<file path="config.mk">
export PLATFORM = sky130hd
export DESIGN_NAME = hsv_core_issue_wb_arbiter
export DESIGN_NICKNAME = d
export VERILOG_FILES = /design/src/rtl/hsv_core_pkg.sv /design/src/rtl/hsv_core_rr_arbiter.sv /design/src/rtl/hsv_core_issue_wb_arbiter.sv
export SDC_FILE = /design/constraint.sdc
export NUM_CORES = 1
export LEC_CHECK = 0
export ABC_CLOCK_PERIOD_IN_PS = 2800
export CAP_MARGIN = 10
export CORE_ASPECT_RATIO = 1.2
export CORE_MARGIN = 8
export CORE_UTILIZATION = 58
export DETAILED_ROUTE_END_ITERATION = 6
export DONT_BUFFER_PORTS = 1
export PLACE_DENSITY = 0.77
export SLEW_MARGIN = 20
export SYNTH_ARGS = -nofsm -noshare
export SYNTH_HDL_FRONTEND = slang
export SYNTH_SLANG_ARGS = --single-unit
</file>
<file path="constraint.sdc">
create_clock -name clk_core -period 2.8 [get_ports clk_core]
set_clock_uncertainty 0.2 [all_clocks]
set_input_delay 0.42 -clock clk_core [delete_from_list [all_inputs] [get_ports clk_core]]
set_output_delay 0.42 -clock clk_core [all_outputs]
set_load 0.02 [all_outputs]
</file>
<file path="src/rtl/hsv_core_pkg.sv">
// hsv_core_pkg: shared core types, limits and helpers for the issue/writeback stages.
package hsv_core_pkg;

    typedef logic [4:0]  reg_addr;
    typedef logic [31:0] word;

    localparam int WB_PORTS_MAX = 8;

    typedef struct packed {
        reg_addr addr;
        word     data;
    } wb_req_t;

    function automatic int wrap_idx(int base, int off, int n);
        return (base + off) % n;
    endfunction

endpackage

</file>
<file path="src/rtl/hsv_core_rr_arbiter.sv">
// hsv_core_rr_arbiter: round-robin arbiter with one-hot grant, owning the rotating priority pointer.
module hsv_core_rr_arbiter
    import hsv_core_pkg::*;
#(
    parameter int NUM_PORTS = 4,
    localparam int IW = NUM_PORTS > 1 ? $clog2(NUM_PORTS) : 1
) (
    input  logic                 clk_core,
    input  logic                 rst,
    input  logic [NUM_PORTS-1:0] i_req,
    input  logic                 i_en,
    output logic [NUM_PORTS-1:0] o_grant,
    output logic [IW-1:0]        o_idx,
    output logic                 o_hit
);

    logic [IW-1:0] r_ptr;

    // Search starts at the pointer and wraps, so the last winner gets lowest priority.
    always_comb begin
        o_grant = '0;
        o_idx   = '0;
        o_hit   = 1'b0;
        for (int k = 0; k < NUM_PORTS; k++) begin
            if (i_en && !o_hit && i_req[wrap_idx(int'(r_ptr), k, NUM_PORTS)]) begin
                o_hit = 1'b1;
                o_grant[wrap_idx(int'(r_ptr), k, NUM_PORTS)] = 1'b1;
                o_idx = IW'(wrap_idx(int'(r_ptr), k, NUM_PORTS));
            end
        end
    end

    always_ff @(posedge clk_core or posedge rst) begin
        if (rst)
            r_ptr <= '0;
        else if (o_hit)
            r_ptr <= IW'(wrap_idx(int'(o_idx), 1, NUM_PORTS));
    end

endmodule

</file>
<file path="src/rtl/hsv_core_issue_wb_arbiter.sv">
// hsv_core_issue_wb_arbiter: shares the regfile write port among writeback units;
// the registered write doubles as the issue-stage bypass source.
module hsv_core_issue_wb_arbiter
    import hsv_core_pkg::*;
#(
    parameter int NUM_PORTS = 4,
    localparam int IW = NUM_PORTS > 1 ? $clog2(NUM_PORTS) : 1
) (
    input  logic                    clk_core,
    input  logic                    rst,
    input  logic [NUM_PORTS-1:0]    req_valid,
    output logic [NUM_PORTS-1:0]    req_ready,
    input  reg_addr [NUM_PORTS-1:0] req_addr,
    input  word [NUM_PORTS-1:0]     req_data,
    input  logic                    flush,
    output logic                    wr_en,
    output reg_addr                 wr_addr,
    output word                     wr_data,
    output logic [IW-1:0]           grant_idx
);

    logic          w_arb_en;
    logic          w_hit;
    logic [IW-1:0] w_idx;
    wb_req_t       w_sel;
    wb_req_t       r_wr;
    logic          r_en;
    logic [IW-1:0] r_idx;

    assign w_arb_en = ~(flush | rst);
    assign w_sel    = {req_addr[w_idx], req_data[w_idx]};

    hsv_core_rr_arbiter #(.NUM_PORTS(NUM_PORTS)) u_rr (
        .clk_core (clk_core),
        .rst      (rst),
        .i_req    (req_valid),
        .i_en     (w_arb_en),
        .o_grant  (req_ready),
        .o_idx    (w_idx),
        .o_hit    (w_hit)
    );

    // x0 grants still advance the pointer and refresh the bypass fields, but never write.
    always_ff @(posedge clk_core or posedge rst) begin
        if (rst) begin
            r_en  <= 1'b0;
            r_wr  <= '0;
            r_idx <= '0;
        end else begin
            r_en <= w_hit && (w_sel.addr != '0);
            if (w_hit) begin
                r_wr  <= w_sel;
                r_idx <= w_idx;
            end
        end
    end

    assign wr_en     = r_en;
    assign wr_addr   = r_wr.addr;
    assign wr_data   = r_wr.data;
    assign grant_idx = r_idx;

endmodule

</file>
Word level (Yosys, flattened, before mapping). Index checks and enable logic that the tools add are counted.

Add/sub/neg operators: 4. Order comparisons: 9. Mux-type cells: 35. Bitwise operators: 8. Reductions and logical operators: 19.

Operator list (count): 32-bit binary-select mux with 2-bit select (1); 32-bit 2-to-1 mux (1); 4-bit 2-to-1 mux (4); 1-bit 2-to-1 mux (15); 1-bit logical AND (12); 3-bit by 4-bit less-than comparator with 1-bit output (second input constant) (3); 4-bit bitwise OR (3); 5-bit binary-select mux with 2-bit select (1); 3-bit by 1-bit >= comparator with 1-bit output (second input constant) (3); 1-bit binary-select mux with 2-bit select (4); 1-bit demux with 2-bit select (4); 2-bit 2-to-1 mux (4); 2-bit by 3-bit less-than comparator with 1-bit output (second input constant) (2); 2-bit OR reduction (3); 5-bit 2-to-1 mux (1); 5-bit nonzero test (1); 2-bit by 1-bit adder with 2-bit output (second input constant) (2); 2-bit adder (second input constant) (2); 1-bit bitwise AND (first input constant) (3); 1-bit zero test (3); 2-bit by 1-bit >= comparator with 1-bit output (second input constant) (1); 1-bit inverter (1); 1-bit bitwise OR (1).

Register bits: 42. Input port bits: 155. Output and inout bits: 44. Word-level logic and storage cells: 80.

Longest topological paths before layout.
Word-level depth: 20. Gate-level depth with buffers: 12. Depth with buffers taken out: 9.

Cells and area by module. From an unflattened synthesis, not the netlist that was laid out.

Cells, all modules: 190. Area, all modules: 2884.0 µm².

Modules (own cells, without submodules): hsv_core_issue_wb_arbiter (instances 1, cells an instance 132, area each 2356.0 µm², sequential area each 1001.0 µm²); hsv_core_rr_arbiter (instances 1, cells an instance 58, area each 528.0 µm², sequential area each 50.0 µm²).

Worst setup path before layout. Ideal clock, no wire load.

Path type: register to register. Start: register u_rr.r_ptr[0]. End: register u_rr.r_ptr[1]. Arrival: 2.777 ns. Required time: 2.481 ns. Path slack: -0.296 ns. Stages on the path, launching flop included: 12. Cells stage by stage: dfrtp_1 buf_2 inv_1 ha_1 mux4_2 nand2b_4 nand3_1 o221a_2 buf_6 buf_2 clkbuf_1 o21a_1.

Word-level cells in the longest chain between the ends: 17.

RTL lines: start, declared (RTL line hsv_core_rr_arbiter.sv:17) `logic [IW-1:0] r_ptr;`; start signal, assigned (RTL line hsv_core_rr_arbiter.sv:37) `r_ptr <= IW'(wrap_idx(int'(o_idx), 1, NUM_PORTS));`; parallel branches: the longest is 17 deep, another holds 2-bit by 1-bit adder with 2-bit output.

Several ways; the timed one is not identified. The select of a mux whose other input is x is not followed. A chain may end at the register's enable or synchronous reset.

Worst setup path in the final report.
Start: register u_rr.r_ptr[1]. End: output req_ready[2].

Word-level cells in the longest chain between the ends: 16.

RTL lines: parallel branches: the longest is 15 deep, another holds 3-bit by 4-bit less-than comparator with 1-bit output; 4-bit 2-to-1 mux (*) (RTL line hsv_core_rr_arbiter.sv:25) `if (i_en && !o_hit && i_req[wrap_idx(int'(r_ptr), k, NUM_PORTS)]) begin`; end, declared (RTL line hsv_core_issue_wb_arbiter.sv:12) `output logic [NUM_PORTS-1:0] req_ready,`.

Mark *: on every way between the ends. The select of a mux whose other input is x is not followed.

==> flow_summary.ini <==
[critical_path]
crit_required_ps = 2180
worst-endpoint-arrival_ps = 2360
timing_worst_setup_path_type = flop to primary output
cp-start-kind = flop
r2r_setup_slack_ps = -140
crit_fanout = 5
timing.critical_path.to_type = primary output

[power]
power.switching_mw = 2.041
report.power.total_mw = 5.116
seq_power_share = 0.279
cellLeakagePower_nw = 1.986
power.combinational.fraction = 0.606
p_per_area_nw_per_um2 = 1261
vdd_drop_max_v = 0.0008993
internal_power_mw = 3.074
share_clk_of_total_power = 0.115
net_switching_fraction_of_the_power = 0.3991

[run_status]
outcome = complete, but fails checks
failed_checks = negative hold slack, negative setup slack

[cells_and_area]
area.growth.synth_to_final_pct = 31.78
antenna_diodes = 0
nets = 497
final_core_utilization = 0.7820
seqCellArea_um2 = 1051
final_cell_count_without_fillers = 401
footprint_of_the_multi_input_gates_um2 = 2046
final_layout_size_suffix_gt1_frac = 0.3746
num-fill-cells = 316

[floorplanning]
coreArea_um2 = 5189
dieHeight_um = 95.82
placementRows = 29
design.die.area_um2 = 7906
initial_utilization = 0.5934
floorplan.die.width_um = 82.52
ios = 199

[hold_path]
timing.hold.worst.class = primary input to async pin

[global_routing]
antenna_found_initial = 0
vias_in_the_first_global_route = 2828
grt_start_max_net_pins = 43
wire_length_of_the_first_global_routing_pass_um = 14430
groute.usage.overall = 0.2335
global_route.overflow_total = 0

[clock_tree]
clock_path_buffers = 2
worstSkewPairLatency_ps = 290
cts_hold_buf = 0
tritoncts_clock_tree = done
cts_inserted_buffers = 5
cts_sinks = 42
h-tree-depth = 2
root_buffer = sky130_fd_sc_hd__clkbuf_8
clock_pin_transition_on_the_worst_setup_and_hold_timing_paths_ps = 90

[logic_synthesis]
seq_area_frac_synth = 0.3413
netlist_top_cells_area = sky130_fd_sc_hd__dfrtp_1, sky130_fd_sc_hd__mux2i_1, sky130_fd_sc_hd__mux2_2
synth_flop_cell = sky130_fd_sc_hd__dfrtp_1
synth.most_common_cell = sky130_fd_sc_hd__mux2i_1
synth_top_area_share = 0.3413
synth_enable_flop_cells = 0
yosys_register_bits = 42
synth.net_count = 458
synth.lib_cells_used.distinct = 39
synth_common_cells = sky130_fd_sc_hd__mux2i_1, sky130_fd_sc_hd__nand2_1, sky130_fd_sc_hd__dfrtp_1
synthesis.area_um2 = 3079
post_synth_inst_count = 299
postSynth.asyncResetShare = 1.000
synth.largest_area_cell = sky130_fd_sc_hd__dfrtp_1
synth.avg_cell_area_um2 = 10.30
ys_warn_count = 0

[timing]
period_minus_slack_ps = 2975
rsz0062_at_grt = yes
setup-tns-final_ps = -3154
hold_viol = 20
fin_hold_ws_ps = -8.458
max_slew_headroom_at_the_worst_pin = 0.4013
fmaxAchievable_mhz = 336.1
final_setup_vio_count = 39
worst_slew_pin_slew_ps = 896.7
layout_setup_ws_ps = -175.0
fin_crit_sh = 1.063
timing_max_transition_violations_final = 0

[route]
drt_iter0_markers = 67
drtAntennaViolNets = 0
post_drt_wl_per_cell_um = 24.97
dr_total_vias = 2607
post-route-drc-count = 0
drt_pass1_iterations = 4
vias_per_cell = 6.501
routed_wl_um = 10010

[job]
total_of_max_cap_violations = 0

[place]
globalplace.congestion = 0.8765
detailedPlace.worstSlack_ps = -64.11
place.port_buffers = 0
dpl.cell_count = 367
detailed_placement_wirelength_estimate_um = 7268
-- timing repair --
action,CTS,global route
pin swaps,17,9
endpoints found under the hold margin,0,0
endpoints found under the setup margin,29,43
cloned,7,2
resized for setup,30,31
setup buffers,11,8
-- layer usage --
metal / share of wire / GRT usage / wire [um] / vias to the layer above
met2: 0.53 / 0.4277 / 5353 / 166
li1: - / - / - / 1197
met1: 0.34 / 0.2432 / 3399 / 1234
met5: 0 / 0 / 0 / -
met3: 0.11 / 0.08131 / 1122 / 10
met4: 0.014 / 0.06628 / 139 / 0
-- final timing paths --
kind | from | endpoint | depth (start not counted)
worst max-delay path | u_rr.r_ptr[1] | req_ready[2] | 9
worst min-delay path | rst | u_rr.r_ptr[1] | 1
worst max register to register | u_rr.r_ptr[1] | wr_data[16] | 12
worst min register to register | wr_data[16] | wr_data[16] | 2
max in group asynchronous | rst | wr_data[28] | 1
min in group clk_core | req_data[56] | wr_data[24] | 2
-- power groups by stage --
stage	clock network [mW]	logic [mW]	registers (mW)
after detailed placement	0	2.15	1.44
after global routing	0.624	3.30	1.45
final	0.586	3.10	1.43
after CTS	0.604	2.86	1.43
after floorplan	0	1.76	1.34
after global placement	0	2.08	1.44
-- placed cells by master (no fill, tap or decap), types with 7 or more instances in the layout --
cell | netlist | routed
sky130_fd_sc_hd__buf_12 | 0 | 8
sky130_fd_sc_hd__buf_4 | 5 | 25
sky130_fd_sc_hd__buf_6 | 6 | 15
sky130_fd_sc_hd__dfrtp_1 | 42 | 42
sky130_fd_sc_hd__mux2_2 | 17 | 15
sky130_fd_sc_hd__mux2i_1 | 73 | 64
sky130_fd_sc_hd__mux2i_2 | 0 | 7
sky130_fd_sc_hd__nand2_1 | 44 | 43
sky130_fd_sc_hd__o21ai_1 | 18 | 14
sky130_fd_sc_hd__o221ai_1 | 21 | 18
-- metrics by stage --
stage	cell area [um2]	hold slack (ps)
final	4058	-8.458
after global placement	3316	343.7
after detailed placement	3316	351.7
after floorplan	3122	389.7
after global routing	4058	57.03
after CTS	3831	14.29
-- critical path, stage by stage, from the launching register on --
cell	delay [ps]
sky130_fd_sc_hd__dfrtp_1	390
sky130_fd_sc_hd__inv_2	70
sky130_fd_sc_hd__ha_4	280
sky130_fd_sc_hd__mux4_2	530
sky130_fd_sc_hd__nand2b_4	130
sky130_fd_sc_hd__buf_6	110
sky130_fd_sc_hd__nor2b_4	200
sky130_fd_sc_hd__a22oi_2	90
sky130_fd_sc_hd__o221ai_1	90
sky130_fd_sc_hd__buf_4	170
-- kinds of logic after synthesis --
kind of cell	after synthesis	share of synthesized area
buffers and inverters	32	0.06217
muxes	98	0.3482
DFF	42	0.3413
AOI/OAI and AO/OA	59	0.1406
adders and majority gates	4	0.01625
and+or+nand+nor	64	0.09143
-- state kept, by name, summed over array words and instances (netlist names) --
register and flops:
grant_idx 2, u_rr.r_ptr 2, wr_addr 5, wr_data 32, wr_en 1
-- final cells by class --
type	count	area share
clock buffer	5	0.01696
clock inverter	3	0.01696
inverter	7	0.006475
multi-input combinational	226	0.5042
sequential	42	0.2590
tap	62	0.01912
timing repair buffer	56	0.1773
Power figures use the tool's default switching activity.
==> patch 1: new RTL, config.mk and constraints unchanged <==
`NUM_PORTS` is set to 4 in 2 places; all go to 2.
--- a/src/rtl/hsv_core_rr_arbiter.sv
+++ b/src/rtl/hsv_core_rr_arbiter.sv
@@ -2,7 +2,7 @@
 module hsv_core_rr_arbiter
     import hsv_core_pkg::*;
 #(
-    parameter int NUM_PORTS = 4,
+    parameter int NUM_PORTS = 2,
     localparam int IW = NUM_PORTS > 1 ? $clog2(NUM_PORTS) : 1
 ) (
     input  logic                 clk_core,
--- a/src/rtl/hsv_core_issue_wb_arbiter.sv
+++ b/src/rtl/hsv_core_issue_wb_arbiter.sv
@@ -3,7 +3,7 @@
 module hsv_core_issue_wb_arbiter
     import hsv_core_pkg::*;
 #(
-    parameter int NUM_PORTS = 4,
+    parameter int NUM_PORTS = 2,
     localparam int IW = NUM_PORTS > 1 ? $clog2(NUM_PORTS) : 1
 ) (
     input  logic                    clk_core,
Ports: changed (5 resized); port bits go from 199 to 120. The function was not compared with the original's and may differ.
==> patch 1 against the unedited design <==
Combinational power shrank 93%; sequential cell count shrank 2; worst setup slack gained 880 ps; maximum frequency grew 42%; cell area shrank 43%; total power shrank 70%; routed wire length shrank 36%; area after synthesis shrank 29%; critical endpoint is now req_ready[0]; core utilization shrank 15 points.
==> patch 1: results (changes against the unedited design) <==
Worst hold path
The path type of the worst min-delay path is input port to flop. The instance count along the most critical hold path is 2.

Synthesis
The number of nets in the synthesized netlist was 274 (-40%). Ranked by instance count, the synthesized netlist is headed by dfrtp_1, a221o_1, and4_1, nor3b_1, clkbuf_1. The sequential share of the synthesized area came to 45.8% (+12 points). By area the synthesized netlist is led by dfrtp_1, a221o_1, and4_1, nor3b_1, buf_2.

Pwr
The leakage dissipation is 0.000912 uW (-54%).

Setup path
The endpoint arrival time on the critical path came to 1480 ps (-880 ps). In this run the critical register-to-register path is captured at wr_addr[2]$_DFFE_PP0P_. The reg-to-reg setup timing slack was 1200 ps (+1340 ps). The peak per-stage delay on the critical path is 380 ps (-150 ps).

The worst flop-to-flop path startpoint is u_rr.r_ptr$_DFFE_PP0P_. The logic depth of the worst register-to-register path was 4 (-8).

Global route
The number of global-route vias before repair is 1938 (-31%). The total global-route track usage was 20.7% (-2.7 points). The largest net degree at the start of global routing is 42 (-2.3%). The first-pass GRT wire length is 9.93 mm (-31%).

Drt
The routed wirelength normalized by instance count came to 26.9 um (+7.8%).

Placed design
The routability congestion estimate from global placement is 0.770 (-12%). The worst-case setup slack after placement was 785 ps (+849 ps). The placed wire-length estimate after detailed placement is 4.50 mm (-38%).

Finish
The proportion of layout cells with a drive suffix above 1 came to 10.3% (-27 points). The count of nets after finishing came to 263 (-47%). The number of fillers in the final layout is 298 (-5.7%).

Timing
The relative slew slack came to 53.9% (+14 points). The part of the cycle the worst path needs was 74.9% (-31 points).

Run status
The run finished with clean final reports.
==> patch 1: timing repair <==
| action | in CTS | in global routing |
|---|---|---|
| buffers inserted | 0 | 0 |
| setup endpoints to repair | 0 | 0 |
| gates resized for setup | 0 | 0 |
| endpoints found under the hold margin | 19 | 0 |
| hold buffers | 1 | 0 |
==> patch 1: metal layers <==
metal / part of all wire, % / global-route usage, % / vias up
met2: 52 / 35.4 / 101
li1: - / - / 772
met1: 37 / 22.9 / 882
met5: 0 / 0 / -
met4: 1.1 / 5.59 / 0
met3: 9.6 / 8.17 / 7
==> patch 1: worst max path at each step <==
| stage | startpoint | to | cells after the start |
|---|---|---|---|
| floorplan | u_rr.r_ptr$_DFFE_PP0P_ | req_ready[0] | 5 |
| global placement | rst | req_ready[0] | 4 |
| detailed placement | rst | req_ready[0] | 4 |
| CTS | u_rr.r_ptr$_DFFE_PP0P_ | req_ready[0] | 4 |
| global route | u_rr.r_ptr$_DFFE_PP0P_ | req_ready[0] | 4 |
| finish | u_rr.r_ptr$_DFFE_PP0P_ | req_ready[0] | 4 |
==> patch 1: worst max-delay path, delay by kind of cell, from the launching register on <==
| family | cells | cell delay [ps] |
|---|---|---|
| buffers and inverters | 1 | 170 |
| AND/OR/NAND/NOR | 3 | 650 |
| flip-flops | 1 | 380 |
==> patch 1: logic make-up (layout without fill, tap and decap cells) <==
group | after synthesis | count (layout) | share of synthesized area [%]
compound gates | 42 | 42 | 18.5
buf+inv | 30 | 20 | 5.84
flops | 40 | 40 | 45.8
simple gates | 83 | 83 | 29.9
==> patch 1: power by group <==
group / internal, uW / total, uW / leakage, uW / switching, uW
Combinational: 118 / 225 / 0.000382 / 107
Sequential: 682 / 898 / 0.000479 / 216
Clock: 197 / 393 / 0.0000510 / 197
Total: 997 / 1520 / 0.000912 / 519
==> patch 1: per-stage QoR <==
step	hold WS, ps	instances	power, uW	instance area, sq um	util, %
3_3_place_gp	156	228	1120	2210	60.7
4_1_cts	134	237	1530	2310	63.6
6_report	138	237	1520	2310	63.6
3_5_place_dp	155	228	1140	2210	60.7
5_1_grt	164	237	1590	2310	63.6
2_1_floorplan	284	195	1070	2190	-
==> patch 1: cell type report <==
type                       count  area, sq um  share of cell area, %
clock buffer                   6         82.6                   3.58
clock inverter                 2         10.0                  0.433
inverter                       3         11.3                  0.488
multi-input combinational    125         1070                   46.3
sequential                    40         1000                   43.3
tap                           52         65.1                   2.82
timing repair buffer           9         70.1                   3.03
==> patch 2: new RTL, same flow settings <==
Without the edit above. Make the reset (`rst`) synchronous in 2 clocked blocks.
--- a/src/rtl/hsv_core_rr_arbiter.sv
+++ b/src/rtl/hsv_core_rr_arbiter.sv
@@ -30,7 +30,7 @@
         end
     end
 
-    always_ff @(posedge clk_core or posedge rst) begin
+    always_ff @(posedge clk_core) begin
         if (rst)
             r_ptr <= '0;
         else if (o_hit)
--- a/src/rtl/hsv_core_issue_wb_arbiter.sv
+++ b/src/rtl/hsv_core_issue_wb_arbiter.sv
@@ -41,7 +41,7 @@
     );
 
     // x0 grants still advance the pointer and refresh the bypass fields, but never write.
-    always_ff @(posedge clk_core or posedge rst) begin
+    always_ff @(posedge clk_core) begin
         if (rst) begin
             r_en  <= 1'b0;
             r_wr  <= '0;
Check against the original RTL: differs if rst is asserted again (counterexample within 4 cycles, from zero or initial values and one cycle with rst high); with rst held inactive, the same outputs for 4 cycles.
==> patch 2 against the unedited design <==
The run ends with negative setup slack left; area after synthesis up 8.4%; critical path depth down 2; cell area fell by 9.1%; worst setup slack better by 75 ps; sequential cell count did not move; routed wire length rose by 11%; first-iteration DRC count increased to 3.3 times the old value; critical path type unchanged.
Power is not compared: it rests on default switching activity, and its combinational part moved more than twofold at a synthesized area within 25%.
==> patch 2: results (changes against the unedited design) <==
Clock network
The clock edge transition at the registers on the reported setup and hold paths is 80 ps. The number of clock buffers inserted by TritonCTS is 5 (unchanged).

Drt
The via density per instance came to 7.23 (+11%). The final wirelength is 11.1 mm (+11%). The number of optimization iterations in the first detailed-route pass came to 4 (unchanged). The violation count after the first detailed-route iteration is 218 (+230%).

Pwr
VDD sags by at most 287 uV.

Placed design
The worst-case setup slack after placement came to -13.3 ps (+50.8 ps). The instance count after placement with tap cells included is 439 (+20%). The count of input and output buffers came to 0 (unchanged). The placed wire-length estimate after detailed placement came to 8.02 mm (+10%).

The routability congestion estimate from global placement is 0.912 (+4.0%).

Run status
The run finished, with violations left. The final reports fail on negative setup slack.

Synthesis
The number of distinct standard cells referenced by the synthesized netlist is 44 (+13%). The fraction of synthesized cell area in xor and xnor cells is 0% (unchanged). Ranked by total cell area, the synthesized netlist is headed by dfxtp_1, mux2_2, o221ai_1, o211ai_1, a21oi_1. The average footprint of a synthesized cell is 8.28 sq um (-20%). The adder-cell area share of the yosys netlist is 1.50% (-0.13 points). The area fraction in compound gates after synthesis was 28.9% (+15 points). The commonest cells after synthesis are dfxtp_1, mux2_2, a21oi_1. The multiplexer share of the synthesized area is 20.3% (-15 points). The async set-or-reset flop fraction in the synthesized netlist came to 0% (-100 points). The number of warning messages in the yosys log is 0 (unchanged).

The sequential share of the synthesized area was 25.2% (-8.9 points).

Setup path
The endpoint arrival time on the critical path came to 2280 ps (-80 ps). The top cell family by delay on the critical path is multiplexers. The maximum fanout along the worst path is 6 (+1). The peak per-stage delay on the critical path is 600 ps (+70 ps).

Global route
The number of global-route vias before repair is 3178 (+12%). The total global-route track usage is 24.0% (+0.66 points). The largest net degree at the start of global routing is 39 (-9.3%). The first-pass GRT wire length came to 16.6 mm (+15%).

Finish
The proportion of layout cells with a drive suffix above 1 is 25.9% (-12 points). The number of fillers in the final layout is 476 (+51%). The final cell count without fillers is 461 (+15%).

The number of flip-flops in the largest register is 32 (unchanged). The count of nets after finishing is 555 (+12%).

Timing
The total negative setup slack is -385 ps (+2770 ps). The final setup violation count is 4 (-90%). The number of hold violations in the final report was 0 (-100%). The slack of the critical path is -100 ps (+74.8 ps).

The relative slew slack is 69.7% (+30 points).

Worst hold path
The path type of the worst min-delay path is input port to flop.
==> patch 2: cell count changes in the layout (fill, tap and decap cells not counted), moves of 14 or more <==
cell,before,now
buf_6,15,1
nand2_1,43,29
inv_1,4,28
mux2i_1,64,16
mux2_2,15,39
dfrtp_1,42,0
o211ai_1,2,28
nand4_1,0,27
a21oi_1,2,31
dfxtp_1,0,40
==> patch 2: cell type report <==
class,count,area (sq um),share of cell area [%]
clock inverters,2,13.8,0.373
inverters,30,118,3.19
repair buffers,33,349,9.46
clock buffers,6,72.6,1.97
multi-input cells,284,2210,60.0
flip-flops and latches,42,843,22.9
well taps,64,80.1,2.17
==> patch 2: path summary, 6_finish.rpt <==
path	start	depth (start not counted)	slack [ps]	to
worst max register to register	u_rr.r_ptr[0]$_SDFFE_PP0P_	12	30	wr_data[6]$_SDFFE_PP0P_
worst min-delay path	rst	1	30	wr_data[31]$_SDFFE_PP0P_
worst max-delay path	u_rr.r_ptr[0]$_SDFFE_PP0P_	7	-100	req_ready[1]
worst min register to register	wr_data[20]$_SDFFE_PP0P_	2	370	wr_data[20]$_SDFFE_PP0P_
==> patch 2: cell families (layout without fill, tap and decap cells) <==
logic type,count (synthesis),in the layout
buf+inv,77,71
flops,42,42
mux,60,60
fa+ha+maj,4,4
compound gates,135,135
simple gates,85,85
==> patch 2: timing repair <==
action                                  4_1_cts  5_1_grt
endpoints found under the hold margin        31        0
pin swaps                                     5        3
gates cloned                                  0        2
endpoints found under the setup margin       10       22
hold buffers                                  1        0
gates resized for setup                       7       13
setup buffers                                 5        6
==> patch 2: layer usage <==
layer | routed length [um] | up-vias | track usage (%)
li1 | - | 1526 | -
met1 | 3900 | 1565 | 25.4
met2 | 5760 | 214 | 42.4
met3 | 1200 | 27 | 9.32
met4 | 280 | 0 | 8.11
met5 | 0 | - | 0
==> patch 2: through the flow <==
| stage | utilization, % | cell area [sq um] | power, uW |
|---|---|---|---|
| 2_1_floorplan | - | 3360 | 1160 |
| 3_3_place_gp | 60.5 | 3380 | 1230 |
| 3_5_place_dp | 60.5 | 3380 | 1250 |
| 4_1_cts | 63.5 | 3550 | 1670 |
| 5_1_grt | 66.0 | 3690 | 1790 |
| 6_report | 66.0 | 3690 | 1690 |
==> patch 2: worst register-to-register path: cells and delay by family, from the launching register on <==
family / cells / cell delay, ps
flops: 1 / 360
mux: 2 / 560
buf+inv: 5 / 650
compound gates: 4 / 590
fa+ha+maj: 1 / 300
==> patch 2: power groups by stage <==
stage | clock (uW) | combinational [uW] | sequential (uW)
after floorplan | 0 | 411 | 750
after global placement | 0 | 467 | 765
after detailed placement | 0 | 479 | 767
after CTS | 406 | 515 | 753
after global routing | 432 | 599 | 759
final | 385 | 553 | 751
